`config.mk`:
```
export PLATFORM = sky130hd
export DESIGN_NAME = div_ctrl_flat
export DESIGN_NICKNAME = d
export VERILOG_FILES = /design/src/rtl/div_ctrl_if.sv /design/src/rtl/div_ctrl.sv /design/src/flat_wrapper.sv
export SDC_FILE = /design/constraint.sdc
export NUM_CORES = 1
export LEC_CHECK = 0
export ABC_AREA = 1
export CAP_MARGIN = 0
export CORE_AREA = 3 3 114 144
export CTS_CLUSTER_SIZE = 30
export DETAILED_ROUTE_END_ITERATION = 10
export DIE_AREA = 0 0 117 147
export GPL_TIMING_DRIVEN = 0
export HOLD_SLACK_MARGIN = 0.05
export PLACE_DENSITY = 0.83
export SYNTH_ARGS = -nofsm -noshare
export SYNTH_HDL_FRONTEND = slang
export SYNTH_SLANG_ARGS = --single-unit
```
`constraint.sdc`:
```
create_clock -name clk -period 1.89 [get_ports clk]
set_clock_uncertainty 0.2 [all_clocks]
set_input_delay 0.2835 -clock clk [delete_from_list [all_inputs] [get_ports clk]]
set_output_delay 0.2835 -clock clk [all_outputs]
set_load 0.02 [all_outputs]
```
`src/rtl/div_ctrl_if.sv`:
```
// Controller-to-divider-core link: launch/abort pulses and latched operands out,
// completion pulse and raw quotient/remainder back.
interface div_ctrl_if;
    logic        div_start;
    logic        div_abort;
    logic        div_sign;
    logic [31:0] div_dividend;
    logic [31:0] div_divisor;
    logic        div_done;
    logic [31:0] div_q;
    logic [31:0] div_r;

    modport master (
        output div_start, div_abort, div_sign, div_dividend, div_divisor,
        input  div_done, div_q, div_r
    );

    modport slave (
        input  div_start, div_abort, div_sign, div_dividend, div_divisor,
        output div_done, div_q, div_r
    );
endinterface

```
`src/rtl/div_ctrl.sv`:
```
// Sequences the multi-cycle divider for DIV/DIVU in EX: launches the core, stalls the
// front end until HI/LO is written, aborts on flush, bypasses zero divisors, watchdogs the core.
module div_ctrl #(
    parameter int DIV_CYCLES = 34,
    parameter int CNT_W      = 6
) (
    input  logic         clk,
    input  logic         resetn,
    input  logic         ex_div_req,
    input  logic         ex_div_sign,
    input  logic [31:0]  ex_rdata1,
    input  logic [31:0]  ex_rdata2,
    input  logic         int_flush,
    input  logic         exe_stall,
    output logic         int_div_stall,
    output logic [1:0]   hilo_we,
    output logic [31:0]  hi_wdata,
    output logic [31:0]  lo_wdata,
    output logic         div_busy,
    output logic         div_timeout,
    div_ctrl_if.master   core
);

    typedef enum logic [1:0] {
        IDLE = 2'd0,
        RUN  = 2'd1,
        DONE = 2'd2,
        HOLD = 2'd3
    } state_t;

    localparam logic [CNT_W-1:0] CNT_LAST = CNT_W'(DIV_CYCLES - 1);
    localparam logic [CNT_W-1:0] CNT_MAX  = {CNT_W{1'b1}};

    state_t            state_q, state_d;
    logic [CNT_W-1:0]  counter_q, counter_d;
    logic              start_q, start_d;
    logic              abort_q, abort_d;
    logic              sign_q, sign_d;
    logic [31:0]       dividend_q, dividend_d;
    logic [31:0]       divisor_q, divisor_d;
    logic [31:0]       hi_q, hi_d;
    logic [31:0]       lo_q, lo_d;
    logic              timeout_q, timeout_d;
    logic              stall_s;
    logic [1:0]        hilo_we_s;

    // Next-state, datapath loads and the combinational stall/write-enable outputs.
    always_comb begin
        state_d    = state_q;
        counter_d  = counter_q;
        start_d    = 1'b0;
        abort_d    = 1'b0;
        sign_d     = sign_q;
        dividend_d = dividend_q;
        divisor_d  = divisor_q;
        hi_d       = hi_q;
        lo_d       = lo_q;
        timeout_d  = timeout_q;
        stall_s    = 1'b0;
        hilo_we_s  = 2'b00;

        case (state_q)
            IDLE: begin
                // Stall in the trigger cycle itself so ID/EX keeps the instruction.
                if (ex_div_req && !int_flush) begin
                    stall_s = 1'b1;
                    if (ex_rdata2 != 32'd0) begin
                        sign_d     = ex_div_sign;
                        dividend_d = ex_rdata1;
                        divisor_d  = ex_rdata2;
                        start_d    = 1'b1;
                        counter_d  = {CNT_W{1'b0}};
                        state_d    = RUN;
                    end else begin
                        hi_d    = ex_rdata1;
                        lo_d    = 32'hFFFF_FFFF;
                        state_d = DONE;
                    end
                end else begin
                    state_d = IDLE;
                end
            end
            RUN: begin
                stall_s = 1'b1;
                if (counter_q != CNT_MAX) begin
                    counter_d = counter_q + {{(CNT_W-1){1'b0}}, 1'b1};
                end else begin
                    counter_d = counter_q;
                end
                // Flush wins even over a same-cycle completion.
                if (int_flush) begin
                    abort_d = 1'b1;
                    state_d = IDLE;
                end else if (core.div_done) begin
                    hi_d    = core.div_r;
                    lo_d    = core.div_q;
                    state_d = DONE;
                end else if (counter_q == CNT_LAST) begin
                    timeout_d = 1'b1;
                    abort_d   = 1'b1;
                    hi_d      = 32'd0;
                    lo_d      = 32'd0;
                    state_d   = DONE;
                end else begin
                    state_d = RUN;
                end
            end
            DONE: begin
                if (int_flush) begin
                    state_d = IDLE;
                end else begin
                    hilo_we_s = 2'b11;
                    state_d   = exe_stall ? HOLD : IDLE;
                end
            end
            HOLD: begin
                // The finished instruction is still in EX; its request must not relaunch.
                if (!exe_stall || int_flush) begin
                    state_d = IDLE;
                end else begin
                    state_d = HOLD;
                end
            end
            default: begin
                state_d = IDLE;
            end
        endcase
    end

    // State and datapath registers.
    always_ff @(posedge clk or negedge resetn) begin
        if (!resetn) begin
            state_q    <= IDLE;
            counter_q  <= {CNT_W{1'b0}};
            start_q    <= 1'b0;
            abort_q    <= 1'b0;
            sign_q     <= 1'b0;
            dividend_q <= 32'd0;
            divisor_q  <= 32'd0;
            hi_q       <= 32'd0;
            lo_q       <= 32'd0;
            timeout_q  <= 1'b0;
        end else begin
            state_q    <= state_d;
            counter_q  <= counter_d;
            start_q    <= start_d;
            abort_q    <= abort_d;
            sign_q     <= sign_d;
            dividend_q <= dividend_d;
            divisor_q  <= divisor_d;
            hi_q       <= hi_d;
            lo_q       <= lo_d;
            timeout_q  <= timeout_d;
        end
    end

    assign int_div_stall     = stall_s;
    assign hilo_we           = hilo_we_s;
    assign hi_wdata          = hi_q;
    assign lo_wdata          = lo_q;
    assign div_busy          = (state_q == RUN);
    assign div_timeout       = timeout_q;
    assign core.div_start    = start_q;
    assign core.div_abort    = abort_q;
    assign core.div_sign     = sign_q;
    assign core.div_dividend = dividend_q;
    assign core.div_divisor  = divisor_q;

endmodule
```
`src/flat_wrapper.sv`:
```
// flat-port wrapper written by rule: the top's interface ports become plain ports
module div_ctrl_flat 
#(
    parameter int DIV_CYCLES = 34,
    parameter int CNT_W      = 6
)
  (clk, resetn, ex_div_req, ex_div_sign, ex_rdata1, ex_rdata2, int_flush, exe_stall, int_div_stall, hilo_we, hi_wdata, lo_wdata, div_busy, div_timeout, core_div_start, core_div_abort, core_div_sign, core_div_dividend, core_div_divisor, core_div_done, core_div_q, core_div_r);
  div_ctrl_if core_i ();
  input  logic clk;
  input  logic resetn;
  input  logic ex_div_req;
  input  logic ex_div_sign;
  input  logic [31:0] ex_rdata1;
  input  logic [31:0] ex_rdata2;
  input  logic int_flush;
  input  logic exe_stall;
  output logic int_div_stall;
  output logic [1:0] hilo_we;
  output logic [31:0] hi_wdata;
  output logic [31:0] lo_wdata;
  output logic div_busy;
  output logic div_timeout;
  output wire logic [$bits(core_i.div_start)-1:0] core_div_start;
  output wire logic [$bits(core_i.div_abort)-1:0] core_div_abort;
  output wire logic [$bits(core_i.div_sign)-1:0] core_div_sign;
  output wire logic [$bits(core_i.div_dividend)-1:0] core_div_dividend;
  output wire logic [$bits(core_i.div_divisor)-1:0] core_div_divisor;
  input wire logic [$bits(core_i.div_done)-1:0] core_div_done;
  input wire logic [$bits(core_i.div_q)-1:0] core_div_q;
  input wire logic [$bits(core_i.div_r)-1:0] core_div_r;
  assign core_div_start = core_i.div_start;
  assign core_div_abort = core_i.div_abort;
  assign core_div_sign = core_i.div_sign;
  assign core_div_dividend = core_i.div_dividend;
  assign core_div_divisor = core_i.div_divisor;
  assign core_i.div_done = core_div_done;
  assign core_i.div_q = core_div_q;
  assign core_i.div_r = core_div_r;
  div_ctrl #(.DIV_CYCLES(DIV_CYCLES), .CNT_W(CNT_W)) u_core (.clk(clk), .resetn(resetn), .ex_div_req(ex_div_req), .ex_div_sign(ex_div_sign), .ex_rdata1(ex_rdata1), .ex_rdata2(ex_rdata2), .int_flush(int_flush), .exe_stall(exe_stall), .int_div_stall(int_div_stall), .hilo_we(hilo_we), .hi_wdata(hi_wdata), .lo_wdata(lo_wdata), .div_busy(div_busy), .div_timeout(div_timeout), .core(core_i));
endmodule
```
==> flow_summary.yaml <==
global_route:
  grt_pass1_wl_mm: 33.0
  grt_max_degree: 76
  antenna_found_initial: 0
  overflow: 0
  grt_pass1_vias: 6428
  grt_usage_pct: 24.6
worst_setup_path:
  startpoint_type: "flop"
  cp.arrival_ns: 1.42
  rr_worst_depth: 9
  crit_fanout: 7
  crit_path_cell_trace: "inv_4 > nand2_4 > inv_4 > buf_8 > clkbuf_16 > buf_8"
  critical_path_class: "reg2out"
  cp_slowest_stage_delay_ns: 0.45
  crit_required_ns: 1.41
  slowest_stage: "dfrtp_2"
  endpoint_kind: "primary output"
clock_network:
  insertion_delay_ns: 0.41
  cts-root-buf: "clkbuf_16"
  cts_made_buffers: 17
  cts_tree: "built"
  clockBufferDepth: 2
  cts.clk_slew.worst_paths_ns: 0.06
  htree_num_levels: 4
  clock_sinks: 140
final_layout:
  final_cell_count_no_fill: 1323
  final_nets: 1265
  fillers: 1139
  diodes: 0
  seqCellArea_mm2: 0.00351
  multiInputGateArea_mm2: 0.00260
  drive_above_1_share_pct: 11.4
  synthToLayoutAreaGrowth_pct: 64.4
route:
  drt_wl_total_mm: 22.2
  vias: 6689
  drt_first_pass_iters: 5
  drt_iter0_drc: 489
  drt-wirelength-per-cell_um: 16.8
  viasPerCell: 5.06
  drc: 0
  drtAntennaViolNets: 0
hold_path:
  hold_class: "in2reg"
  holdPathStages: 4
placement:
  dp_hpwl_mm: 15.4
  dp.cells: 1271
  place_ws_ns: -0.548
  io_buffers: 270
  place_congestion: 0.895
synthesis:
  ys_warn_count: 0
  synthDistinctLibCells: 24
  syn-instance-count: 818
  syn_avg_cell_area_um2: 7.95
  ys_top_cells_by_area: "dfrtp_1 (54%), nand2_1 (19%), nand3_1 (11%)"
  yosys.area.top_type: "dfrtp_1"
  netlist_area_mm2: 0.00650
  ys_seq_area_share_pct: 53.9
  yosysMostFrequentCell: "nand2_1"
  ys_top_cells_by_count: "nand2_1 (321), nand3_1 (142), dfrtp_1 (140), o21ai_0 (67), inv_1 (39)"
  synth.top_cell.area_share_pct: 53.9
  ys.flop_type: "dfrtp_1"
  synthArstFlopShare_pct: 100
  synth_edf_count: 0
  syn-num-nets: 955
  ys_ff_latch: 140
timing:
  tightest_slew_ns: 0.661
  period_needed_ns: 1.90
  rsz0062_at_grt: "true"
  hold_viol: 0
  period_share_pct: 101
  maxSlewHeadroom_pct: 55.9
  setup_viol_count_final: 2
  hold_ws_ns: 0.200
  setup_ws_ns: -0.0108
  fin_setup_tns_ns: -0.0214
  maxSlewViolCount: 0
  timing.fmax_mhz: 526
run:
  maxCapViolCount: 0
floorplanning:
  core_mm2: 0.0150
  num_rows: 50
  die_h_um: 147
  fp.dieW_um: 117
  start_util_pct: 43.3
  die_area_mm2: 0.0172
  io_pins: 271
power:
  design_power_total_mw: 13.2
  leakage_nw: 5.91
  vdd_ir_drop_max_mv: 0.534
  power_density_mw_per_mm2: 1240
run_status:
  outcome: "finished, violations left"
  violations: "negative setup slack"
path summary, 6_finish.rpt:
path                                                  start                           to  slack, ns
worst max-delay path                      u_core.state_q[1]                     div_busy      -0.01
worst min-delay path                              int_flush            u_core.state_q[0]       0.20
worst max register to register            u_core.state_q[1]          u_core.hi_wdata[23]       0.05
worst min register to register  u_core.core.div_divisor[27]  u_core.core.div_divisor[27]       0.26
max in group asynchronous                            resetn          u_core.lo_wdata[23]       0.48
min in group asynchronous                            resetn   u_core.core.div_divisor[0]       0.23
logic make-up (layout without fill, tap and decap cells):
group           Yosys count  count (layout)  synth area share, %
compound gates           74              74                 5.79
fa+ha+maj                 2               2                0.385
buf+inv                  99             421                 7.64
flops                   140             140                 53.9
simple gates            503             504                 32.3
state kept, by name, summed over array words and instances, names as in the netlist:
signal	count
u_core.hi_wdata	32
u_core.core.div_divisor	32
u_core.core.div_dividend	32
u_core.core.div_sign	1
u_core.core.div_start	1
u_core.div_timeout	1
u_core.lo_wdata	32
u_core.state_q	2
u_core.counter_q	6
u_core.core.div_abort	1
routing by layer:
layer  GRT usage, %  up-vias  routed length (µm)
met5              0        -                   0
met4           10.3        0                 747
met3           6.55       49                1620
met2           42.1      270               11600
met1           28.8     3129                8280
li1               -     3241                   -
power by group:
part | switching, mW | internal (mW)
combinational | 2.91 | 2.27
clock | 1.31 | 2.25
sequential | 0.520 | 3.98
total | 4.74 | 8.50
critical path: cells and delay by family, from the launching register on:
| family | cells | cell delay (ns) |
|---|---|---|
| buf+inv | 5 | 0.50 |
| flops | 1 | 0.45 |
| simple gates | 1 | 0.06 |
cells in the final DEF (no fill, tap or decap), types with 2 or more instances in the layout:
cell,n
a21oi_1,3
buf_1,2
buf_12,4
buf_2,6
buf_4,20
buf_6,21
buf_8,6
bufinv_16,4
clkbuf_1,5
clkbuf_16,20
clkbuf_2,7
clkbuf_4,3
clkdlybuf4s50_1,152
clkinv_2,3
clkinv_4,5
clkinvlp_4,2
dfrtp_1,137
dfrtp_2,3
dlygate4sd2_1,50
dlygate4sd3_1,2
dlymetal6s2s_1,63
ha_1,2
inv_1,38
inv_4,4
nand2_1,319
nand2_2,4
nand2_4,2
nand2_8,2
nand3_1,141
nand4_1,2
nor2_1,26
nor2_2,3
nor2_4,3
o21ai_0,66
o21ai_1,2
layout make-up:
cell class              count  share of cell area, %
flip-flops and latches    140                   32.8
repair buffers            290                   28.4
multi-input cells         580                   24.3
plain buffers              55                   4.72
clock buffers              18                   4.11
well taps                 182                   2.13
clock inverters            14                   1.81
inverters                  44                   1.69
per-stage QoR:
step	utilization, %	cell area, µm²
after floorplan	-	6500
after global placement	62.8	9430
after detailed placement	63.0	9460
after CTS	67.5	10100
after global routing	71.2	10700
final	71.2	10700
timing repair:
action / 4_1_cts / 5_1_grt
gates cloned: 0 / 3
gates resized for setup: 89 / 144
setup buffers: 3 / 12
endpoints found under the hold margin: 65 / 1
hold buffers: 1 / 1
pin swaps: 1 / 9
endpoints found under the setup margin: 60 / 194
(Power assumes the default switching activity.)
